===== src/rtl/xbar_cfg_loader_if.sv =====
`default_nettype none
// ============================================================================
// Module      : xbar_cfg_loader_if
// Description : Bundle of the crossbar configuration port. Carries the
//               per-output select write channel (valid/ready), the init
//               request, the commit handshake, the active configuration bus
//               and the status/error flags.
//               master : the configuring agent (drives requests)
//               slave  : xbar_cfg_loader (drives readies, status, config)
// Revision    : 1.0 - initial release
// ============================================================================
interface xbar_cfg_loader_if #(
    parameter int N_OUT  = 42,
    parameter int SEL_W  = 5,
    parameter int ADDR_W = 6
) ();
    // Select write channel
    logic                   io_cfg_valid;
    logic                   io_cfg_ready;
    logic [ADDR_W-1:0]      io_cfg_addr;
    logic [SEL_W-1:0]       io_cfg_sel;
    // Default-pattern fill request
    logic                   io_init;
    // Commit handshake
    logic                   io_commit_valid;
    logic                   io_commit_ready;
    logic                   io_commit_done;
    // Active configuration towards the crossbar
    logic [N_OUT*SEL_W-1:0] io_mux_configs;
    // Status
    logic                   io_busy;
    logic                   io_dirty;
    logic                   io_err;
    logic                   io_err_clr;

    modport master (
        output io_cfg_valid, io_cfg_addr, io_cfg_sel, io_init,
               io_commit_valid, io_err_clr,
        input  io_cfg_ready, io_commit_ready, io_commit_done,
               io_mux_configs, io_busy, io_dirty, io_err
    );

    modport slave (
        input  io_cfg_valid, io_cfg_addr, io_cfg_sel, io_init,
               io_commit_valid, io_err_clr,
        output io_cfg_ready, io_commit_ready, io_commit_done,
               io_mux_configs, io_busy, io_dirty, io_err
    );
endinterface
`default_nettype wire


===== src/rtl/xbar_cfg_loader.sv =====
`default_nettype none
// ============================================================================
// Module      : xbar_cfg_loader
// Description : Configuration controller for the tile crossbar. Select
//               writes land in a shadow register file; an init sweep can
//               fill the shadow with the pattern entry i = i mod N_IN; a
//               one-cycle commit copies the whole shadow into the active
//               register that drives io_mux_configs, so the crossbar never
//               observes a half-written configuration.
// Ports       : clk   - clock
//               reset - asynchronous active-low reset
//               bus   - xbar_cfg_loader_if.slave (write, init, commit,
//                       active config, busy/dirty/err status)
// Revision    : 1.0 - initial release
// ============================================================================
module xbar_cfg_loader #(
    parameter int N_IN   = 31,
    parameter int N_OUT  = 42,
    parameter int SEL_W  = 5,
    parameter int ADDR_W = 6
) (
    input  wire logic         clk,
    input  wire logic         reset,
    xbar_cfg_loader_if.slave  bus
);

    // Limits widened by one bit so the range checks stay correct even when
    // N_OUT or N_IN equals the full power of two of the field width.
    localparam logic [ADDR_W:0]   c_n_out    = (ADDR_W+1)'(N_OUT);
    localparam logic [SEL_W:0]    c_n_in     = (SEL_W+1)'(N_IN);
    localparam logic [ADDR_W-1:0] c_idx_last = ADDR_W'(N_OUT - 1);
    localparam logic [SEL_W-1:0]  c_sel_last = SEL_W'(N_IN - 1);

    typedef enum logic [1:0] {
        S_IDLE   = 2'd0,
        S_INIT   = 2'd1,
        S_COMMIT = 2'd2
    } state_t;

    state_t                 r_state;
    state_t                 w_state_next;
    logic [ADDR_W-1:0]      r_idx;
    logic [SEL_W-1:0]       r_init_sel;   // tracks idx mod N_IN without a divider
    logic [SEL_W-1:0]       r_shadow [N_OUT];
    logic [N_OUT*SEL_W-1:0] r_active;
    logic                   r_commit_done;
    logic                   r_dirty;
    logic                   r_err;

    logic                   w_commit_ready;
    logic                   w_cfg_ready;
    logic                   w_commit_fire;
    logic                   w_cfg_fire;
    logic                   w_cfg_legal;
    logic [N_OUT*SEL_W-1:0] w_shadow_flat;

    // ------------------------------------------------------------------
    // Flatten the shadow file into the bus layout used by io_mux_configs
    // ------------------------------------------------------------------
    for (genvar gi = 0; gi < N_OUT; gi++) begin : g_pack
        assign w_shadow_flat[gi*SEL_W +: SEL_W] = r_shadow[gi];
    end

    // ------------------------------------------------------------------
    // Handshakes: init outranks commit, commit outranks a write
    // ------------------------------------------------------------------
    assign w_commit_ready = (r_state == S_IDLE) && !bus.io_init;
    assign w_cfg_ready    = w_commit_ready && !bus.io_commit_valid;
    assign w_commit_fire  = bus.io_commit_valid && w_commit_ready;
    assign w_cfg_fire     = bus.io_cfg_valid && w_cfg_ready;
    assign w_cfg_legal    = ({1'b0, bus.io_cfg_addr} < c_n_out) &&
                            ({1'b0, bus.io_cfg_sel}  < c_n_in);

    // ------------------------------------------------------------------
    // Next-state logic
    // ------------------------------------------------------------------
    always_comb begin
        w_state_next = r_state;
        case (r_state)
            S_IDLE: begin
                if (bus.io_init) begin
                    w_state_next = S_INIT;
                end else if (w_commit_fire) begin
                    w_state_next = S_COMMIT;
                end
            end
            S_INIT: begin
                if (r_idx == c_idx_last) begin
                    w_state_next = S_IDLE;
                end
            end
            S_COMMIT: begin
                w_state_next = S_IDLE;
            end
            default: begin
                w_state_next = S_IDLE;
            end
        endcase
    end

    // ------------------------------------------------------------------
    // State register and datapath
    // ------------------------------------------------------------------
    always_ff @(posedge clk or negedge reset) begin
        if (!reset) begin
            r_state       <= S_IDLE;
            r_idx         <= '0;
            r_init_sel    <= '0;
            r_active      <= '0;
            r_commit_done <= 1'b0;
            r_dirty       <= 1'b0;
            r_err         <= 1'b0;
            for (int i = 0; i < N_OUT; i++) begin
                r_shadow[i] <= '0;
            end
        end else begin
            r_state       <= w_state_next;
            r_commit_done <= 1'b0;

            case (r_state)
                S_IDLE: begin
                    if (bus.io_init) begin
                        r_idx      <= '0;
                        r_init_sel <= '0;
                    end else if (w_cfg_fire && w_cfg_legal) begin
                        r_shadow[bus.io_cfg_addr] <= bus.io_cfg_sel;
                        r_dirty                   <= 1'b1;
                    end
                end
                S_INIT: begin
                    r_shadow[r_idx] <= r_init_sel;
                    r_idx           <= r_idx + 1'b1;
                    r_init_sel      <= (r_init_sel == c_sel_last) ? '0
                                                                  : r_init_sel + 1'b1;
                    r_dirty         <= 1'b1;
                end
                S_COMMIT: begin
                    r_active      <= w_shadow_flat;
                    r_dirty       <= 1'b0;
                    r_commit_done <= 1'b1;
                end
                default: begin
                end
            endcase

            // A failing write in the same cycle as a clear leaves the flag set
            if (w_cfg_fire && !w_cfg_legal) begin
                r_err <= 1'b1;
            end else if (bus.io_err_clr) begin
                r_err <= 1'b0;
            end
        end
    end

    // ------------------------------------------------------------------
    // Outputs
    // ------------------------------------------------------------------
    assign bus.io_cfg_ready    = w_cfg_ready;
    assign bus.io_commit_ready = w_commit_ready;
    assign bus.io_commit_done  = r_commit_done;
    assign bus.io_mux_configs  = r_active;
    assign bus.io_busy         = (r_state != S_IDLE);
    assign bus.io_dirty        = r_dirty;
    assign bus.io_err          = r_err;

endmodule
`default_nettype wire


===== src/flat_wrapper.sv =====
// flat-port wrapper written by rule: the top's interface ports become plain ports
module xbar_cfg_loader_flat 
#(
    parameter int N_IN   = 31,
    parameter int N_OUT  = 42,
    parameter int SEL_W  = 5,
    parameter int ADDR_W = 6
)
  (clk, reset, bus_io_cfg_valid, bus_io_cfg_addr, bus_io_cfg_sel, bus_io_init, bus_io_commit_valid, bus_io_err_clr, bus_io_cfg_ready, bus_io_commit_ready, bus_io_commit_done, bus_io_mux_configs, bus_io_busy, bus_io_dirty, bus_io_err);
  xbar_cfg_loader_if #(.N_OUT(N_OUT), .SEL_W(SEL_W), .ADDR_W(ADDR_W)) bus_i ();
  input  wire logic clk;
  input  wire logic reset;
  input wire logic [$bits(bus_i.io_cfg_valid)-1:0] bus_io_cfg_valid;
  input wire logic [$bits(bus_i.io_cfg_addr)-1:0] bus_io_cfg_addr;
  input wire logic [$bits(bus_i.io_cfg_sel)-1:0] bus_io_cfg_sel;
  input wire logic [$bits(bus_i.io_init)-1:0] bus_io_init;
  input wire logic [$bits(bus_i.io_commit_valid)-1:0] bus_io_commit_valid;
  input wire logic [$bits(bus_i.io_err_clr)-1:0] bus_io_err_clr;
  output wire logic [$bits(bus_i.io_cfg_ready)-1:0] bus_io_cfg_ready;
  output wire logic [$bits(bus_i.io_commit_ready)-1:0] bus_io_commit_ready;
  output wire logic [$bits(bus_i.io_commit_done)-1:0] bus_io_commit_done;
  output wire logic [$bits(bus_i.io_mux_configs)-1:0] bus_io_mux_configs;
  output wire logic [$bits(bus_i.io_busy)-1:0] bus_io_busy;
  output wire logic [$bits(bus_i.io_dirty)-1:0] bus_io_dirty;
  output wire logic [$bits(bus_i.io_err)-1:0] bus_io_err;
  assign bus_i.io_cfg_valid = bus_io_cfg_valid;
  assign bus_i.io_cfg_addr = bus_io_cfg_addr;
  assign bus_i.io_cfg_sel = bus_io_cfg_sel;
  assign bus_i.io_init = bus_io_init;
  assign bus_i.io_commit_valid = bus_io_commit_valid;
  assign bus_i.io_err_clr = bus_io_err_clr;
  assign bus_io_cfg_ready = bus_i.io_cfg_ready;
  assign bus_io_commit_ready = bus_i.io_commit_ready;
  assign bus_io_commit_done = bus_i.io_commit_done;
  assign bus_io_mux_configs = bus_i.io_mux_configs;
  assign bus_io_busy = bus_i.io_busy;
  assign bus_io_dirty = bus_i.io_dirty;
  assign bus_io_err = bus_i.io_err;
  xbar_cfg_loader #(.N_IN(N_IN), .N_OUT(N_OUT), .SEL_W(SEL_W), .ADDR_W(ADDR_W)) u_core (.clk(clk), .reset(reset), .bus(bus_i));
endmodule

===== config.mk =====
export PLATFORM = sky130hd
export DESIGN_NAME = xbar_cfg_loader_flat
export DESIGN_NICKNAME = d
export VERILOG_FILES = /design/src/rtl/xbar_cfg_loader_if.sv /design/src/rtl/xbar_cfg_loader.sv /design/src/flat_wrapper.sv
export SDC_FILE = /design/constraint.sdc
export NUM_CORES = 1
export LEC_CHECK = 0
export CORE_ASPECT_RATIO = 1.1
export CORE_MARGIN = 2
export CORE_UTILIZATION = 50
export CTS_CLUSTER_DIAMETER = 100
export CTS_CLUSTER_SIZE = 14
export DETAILED_ROUTE_END_ITERATION = 7
export PLACE_DENSITY = 0.85
export REMOVE_ABC_BUFFERS = 1
export SETUP_SLACK_MARGIN = 0.1
export SYNTH_ARGS = -nofsm -noshare
export SYNTH_HDL_FRONTEND = slang
export SYNTH_SLANG_ARGS = --single-unit
export TNS_END_PERCENT = 50

===== constraint.sdc =====
create_clock -name clk -period 5.72 [get_ports clk]
set_input_delay 1.144 -clock clk [delete_from_list [all_inputs] [get_ports clk]]
set_output_delay 1.144 -clock clk [all_outputs]
set_load 0.02 [all_outputs]

==> results_dict.tcl, run 1 <==
set metrics [dict create \
    ys_async_sr_fraction 1.00 \
    period_share 0.689 \
    status "finished, final reports clean" \
    final_cell_count_no_fill 2178 \
    place_ws_ns 1.63 \
    power.total_w 0.00545 \
    wire_per_inst_um 24.9 \
    clk_latency_ns 0.55 \
    final.min_clock_period_ns 3.94 \
    grt_max_degree 123 \
    n_fill_cell 3020 \
    hold_violations 0 \
    std_cell_rows 76 \
    syn2layout_area_growth_pct 18.6 \
    clk_transition_reported_paths_ns 0.06 \
    worstHoldPathType "register to register" \
    utilization 0.600 \
    met2_usage 0.414 \
    maxCapViolations 0 \
    avgSynthCellArea_um2 13.3 \
    cts_tree "done" \
    fp.dieW_um 193 \
    internal-power_w 0.00426 \
    vias_per_cell 6.34 \
    critPathSlowestCell "clkdlybuf4s50_1" \
    critPathRequiredTime_ns 4.58 \
    diodes 0 \
    critPathTopFamily "buffers and inverters" \
    yosysSeqAreaShare 0.554 \
    drc 0 \
    worstPathCellList "clkdlybuf4s50_1 > nand2b_1 > nor2_1 > clkdlybuf4s50_1" \
    ant_nets 0 \
    slowest_delay_ns 0.64 \
    track_usage 0.261 \
    ys_seq_elements 436 \
    p_comb_frac 0.023 \
    grt_antenna_before_repair 0 \
    p_sw_frac 0.218 \
    ctsHoldBuffers 0 \
    use_met1 0.345 \
    layout-drive-gt1-share 0.238 \
    die_h_um 212 \
    ctsLongestPathBuffers 3 \
    yosys.area.top_type "dfrtp_1" \
    worstMarginPinSlew_ns 1.29 \
    yosys.area.top_type_share 0.554 \
    layout_common_cells "dfrtp_1, mux2_2, clkdlybuf4s50_1" \
    relSlewSlack 0.128 \
    core_um2 39000 \
    ys_warn_count 0 \
    layout_commonest_cell "dfrtp_1" \
    vdd_drop_max_mv 0.218 \
    dpl.hpwl_mm 36.3 \
    grt-ovfl-total 0 \
    busiest_layer "met2" \
    place.gp.congestion 0.882 \
    clock_sinks 436 \
    worst-path-max-fanout 8 \
    cp-end-kind "primary output" \
    placed_cells 2138 \
    io_pins 233 \
    p_leak_nw 9.69 \
    synth-edff-count 0 \
    setup_violations 0 \
    cts_root_buffer "clkbuf_16" \
    synth_cell_types 55 \
    crit_top_cell "clkdlybuf4s50_1" \
    slew_viol_final 0 \
    io_buffers 232 \
    dr.first_iter.drc_count 1389 \
    vias 13800 \
    critPathKind "primary input to primary output" \
    p_switching_w 0.00119 \
    grt_pass1_wl_mm 83.1 \
    multi_input_area_um2 8320 \
    dr.pass1.iters 8 \
    setup_ws_ns 1.78 \
    fin_skew_ns 0.0192 \
    synthCells 1485 \
    grt_pass1_vias 14000 \
    fin_nets 1694 \
    cts_buffers 37 \
    synth_area_um2 19700 \
    initial_utilization 0.505 \
    register_area_um2 10900 \
    cts_max_level 2 \
    finalWirelength_mm 54.3 \
    power-per-cell-area_nw_per_um2 233 \
    fmaxAchievable_mhz 254 \
    fp.dieArea_um2 41000 \
    cp.arrival_ns 2.80 \
    synth-main-ff-cell "dfrtp_1" \
    grtUsageMet3 0.0541 \
    crit_buf_inv 2 \
    power_frac_seq 0.566 \
    clockPowerShare 0.411 \
    cts_setup_buffers 0 \
    rsz0062_at_grt "false" \
    post_cts_resized 0 \
    synth_area_leaders "dfrtp_1, mux2_2, mux2_1" \
    cp-start-kind "primary input" \
]
worst paths after layout:
kind,depth (start not counted),slack (ns),start,to
min in group asynchronous,1,0.68,reset,u_core.bus.io_mux_configs[111]$_DFFE_PN0P_
setup reg to reg,8,2.04,u_core.r_state[1]$_DFFE_PN0P_,u_core.r_shadow[66]$_DFFE_PN0P_
hold / removal,1,0.49,u_core.r_shadow[87]$_DFFE_PN0P_,u_core.r_shadow[87]$_DFFE_PN0P_
hold reg to reg,1,0.49,u_core.r_shadow[87]$_DFFE_PN0P_,u_core.r_shadow[87]$_DFFE_PN0P_
setup / recovery,4,1.78,bus_io_init,bus_io_cfg_ready
max in group asynchronous,2,3.80,reset,u_core.bus.io_mux_configs[182]$_DFFE_PN0P_
state kept, by name, summed over array words and instances, names as in the netlist:
register and count:
u_core.bus.io_dirty 1, u_core.bus.io_err 1, u_core.bus.io_commit_done 1, u_core.r_shadow 210
u_core.bus.io_mux_configs 210, u_core.r_idx 6, u_core.r_init_sel 5, u_core.r_state 2
logic make-up after synthesis:
group | count (synthesis) | share of synthesized area
and+or+nand+nor | 225 | 0.0787
AOI/OAI and AO/OA | 285 | 0.0979
DFF | 436 | 0.554
adders and majority gates | 7 | 0.00444
buffers and inverters | 112 | 0.0253
muxes | 420 | 0.240
through the flow:
step / setup TNS, ns / instance area [um^2] / hold slack (ns)
finish: 0 / 23400 / 0.486
global route: 0 / 23400 / 0.509
floorplan: -178.89 / 19200 / 0.452
detailed placement: 0 / 22400 / 0.471
global placement: 0 / 22400 / 0.465
CTS: 0 / 23400 / 0.487
metal layers:
metal / wire length [um] / part of all wire / vias to the layer above
met4: 2520 / 0.046 / 0
met5: 0 / 0 / -
met1: 21900 / 0.40 / 6995
met3: 4520 / 0.083 / 178
li1: - / - / 5888
met2: 25400 / 0.47 / 757
cell type report:
| type | instances | share of cell area |
|---|---|---|
| clock buffer | 37 | 0.0396 |
| multi-input combinational | 937 | 0.356 |
| tap | 507 | 0.0271 |
| clock inverter | 3 | 0.00145 |
| timing repair buffer | 248 | 0.107 |
| sequential | 436 | 0.467 |
| inverter | 10 | 0.00166 |
cells in the mapped netlist (3+ instances only):
cell type / n
dfrtp_1: 436
mux2_2: 290
o22ai_1: 190
mux2_1: 130
nand2_1: 102
clkbuf_1: 75
nor2_8: 30
nor2_1: 22
a32oi_1: 19
o2bb2ai_1: 19
nand3_1: 18
o21ai_0: 18
buf_2: 16
nor3_1: 10
o22a_1: 10
a21oi_1: 8
inv_1: 8
nor2b_1: 8
ha_1: 7
buf_1: 6
nand2b_1: 5
a32o_1: 4
and3_1: 4
nor2_2: 4
a2bb2oi_1: 3
buf_12: 3
nor4b_2: 3
o21ai_1: 3
o32ai_1: 3
power by group through the flow:
stage	combinational, W	clock, W	sequential, W
2_1_floorplan	0.0000223	0	0.00314
3_3_place_gp	0.000125	0	0.00314
3_5_place_dp	0.000128	0	0.00314
4_1_cts	0.000128	0.00228	0.00308
5_1_grt	0.000142	0.00239	0.00308
6_report	0.000127	0.00224	0.00308
No activity file was read; power rests on OpenSTA's default activity.
==> inputs of run 2 (changes only) <==
==> constraint.sdc (replaced) <==
create_clock -name clk -period 4 [get_ports clk]
set_input_delay 0.8 -clock clk [delete_from_list [all_inputs] [get_ports clk]]
set_output_delay 0.8 -clock clk [all_outputs]
set_load 0.02 [all_outputs]
==> run 2 against run 1 <==
- clock skew up 0.0038 ns
- first-iteration DRC count fell by 16%
- core utilization is 0.66 points higher
- via count about the same
- die area unchanged
- worst hold slack worse by 0.11 ns
- sequential power rose by 43%
- sequential cell count unchanged
- combinational power grew 53%
- cell count grew 1.4%
- sequential share of layout area shrank 0.51 points
- routed wire length decreased by 0.19%
- largest cell class unchanged
- highest routed layer unchanged
==> results_dict.tcl, run 2 (synthesis gave the netlist of run 1 again) <==
set metrics [dict create \
    status "finished, final reports clean" \
    slew_viol_final 0 \
    cts_max_level 2 \
    dpl.hpwl_mm 37.0 \
    syn2layout_area_growth_pct 19.9 \
    power_frac_seq 0.563 \
    hold_violations 0 \
    cts_root_buffer "clkbuf_16" \
    highest_layer "met4" \
    relSlewSlack 0.103 \
    clockPowerShare 0.413 \
    io_pins 233 \
    worstHoldPathType "primary input to asynchronous set/reset pin" \
    critPathRequiredTime_ns 3.20 \
    cts_buffers 37 \
    clk_latency_ns 0.55 \
    diodes 0 \
    dr.first_iter.drc_count 1164 \
    clock_sinks 436 \
    ctsLongestPathBuffers 3 \
    vdd_drop_max_mv 0.279 \
    cp-end-kind "primary output" \
    cp-start-kind "register" \
    worst-path-max-fanout 8 \
    met3_length_mm 4.31 \
    rsz0062_at_grt "false" \
    fin_skew_ns 0.0230 \
    power-per-cell-area_nw_per_um2 332 \
    clk_transition_reported_paths_ns 0.06 \
    layout-drive-gt1-share 0.250 \
    p_leak_nw 9.84 \
    final_area_um2 23600 \
    maxCapViolations 0 \
    place_ws_ns 0.638 \
    std_cell_rows 76 \
    cts_setup_buffers 0 \
    internal-power_w 0.00611 \
    power.total_w 0.00784 \
    critPathKind "register to primary output" \
    ctsHoldBuffers 0 \
    cts_tree "done" \
    setup_ws_ns 0.678 \
    post_cts_resized 0 \
    fin_nets 1723 \
    cp.arrival_ns 2.52 \
    grt_pass1_wl_mm 83.8 \
    n_fill_cell 2954 \
    worstMarginPinSlew_ns 1.33 \
    fp.dieArea_um2 41000 \
    track_usage 0.263 \
    fmaxAchievable_mhz 301 \
    grt_antenna_before_repair 0 \
    p_sw_frac 0.220 \
    drt-met1-wl_mm 21.8 \
    final.min_clock_period_ns 3.32 \
    ant_nets 0 \
    core_um2 39000 \
    grt-ovfl-total 0 \
    multi_input_area_um2 8310 \
    grt_pass1_vias 14300 \
    drc 0 \
    finalWirelength_mm 54.2 \
    die_h_um 212 \
    p_switching_w 0.00173 \
    fp.dieW_um 193 \
    initial_utilization 0.505 \
    vias 13800 \
    place.gp.congestion 0.888 \
    io_buffers 232 \
    wire_per_inst_um 24.5 \
    register_area_um2 10900 \
    holdWs_ns 0.375 \
    wl_met2_mm 25.6 \
    grt_max_degree 126 \
    setup_violations 0 \
    layout_commonest_cell "dfrtp_1" \
    p_comb_frac 0.025 \
    dr.pass1.iters 5 \
    period_share 0.831 \
    reg2reg_setup_slack_ns 1.02 \
    vias_per_cell 6.25 \
    place_area_um2 22600 \
    layout_common_cells "dfrtp_1, mux2_2, clkdlybuf4s50_1" \
]
run 2: cell count changes in the layout (fill, tap and decap cells not counted):
| cell | change |
|---|---|
| nand2_1 | +1 |
| buf_12 | +2 |
| nor4_2 | -1 |
| nand2_2 | -1 |
| clkinv_8 | +2 |
| nor4_1 | +1 |
| buf_4 | +27 |
| inv_6 | -1 |
run 2: through the flow:
stage	cells	TNS, ns	utilization
after floorplan	1383	-777.45	-
after global placement	2167	0	0.581
after detailed placement	2167	0	0.581
after CTS	2208	0	0.606
after global routing	2208	0	0.606
final	2208	0	0.606
run 2: cell type report:
type | count | share of cell area
flip-flops and latches | 436 | 0.462
multi-input cells | 937 | 0.352
repair buffers | 277 | 0.116
clock buffers | 37 | 0.0392
well taps | 507 | 0.0268
clock inverters | 4 | 0.00244
inverters | 10 | 0.00164
run 2: power groups by stage:
stage                     combinational [W]  sequential [W]  clock (W)
final                              0.000194         0.00441    0.00324
after global placement             0.000189         0.00449          0
after floorplan                   0.0000319         0.00449          0
after detailed placement           0.000194         0.00449          0
after global routing               0.000214         0.00441    0.00346
after CTS                          0.000195         0.00441    0.00329
run 2: final timing paths:
check	from	endpoint	cells past startpoint
max reg2reg	u_core.r_state[1]$_DFFE_PN0P_	u_core.r_shadow[39]$_DFFE_PN0P_	7
max	u_core.r_state[0]$_DFFE_PN0P_	bus_io_cfg_ready	5
max in group asynchronous	reset	u_core.r_shadow[94]$_DFFE_PN0P_	2
min in group clk	u_core.r_shadow[86]$_DFFE_PN0P_	u_core.r_shadow[86]$_DFFE_PN0P_	1
min	reset	u_core.bus.io_mux_configs[113]$_DFFE_PN0P_	1
min reg2reg	u_core.r_shadow[86]$_DFFE_PN0P_	u_core.r_shadow[86]$_DFFE_PN0P_	1
run 2: metal layers:
layer | global-route usage | up-vias
li1 | - | 5942
met2 | 0.423 | 679
met1 | 0.347 | 7018
met5 | 0 | -
met4 | 0.127 | 0
met3 | 0.0498 | 171
run 2: critical path, stage by stage, from the launching register on:
cell             delay (ns)
dfrtp_1                0.38
inv_1                  0.17
ha_1                   0.27
nand2b_1               0.24
nor2_1                 0.27
clkdlybuf4s50_1        0.65
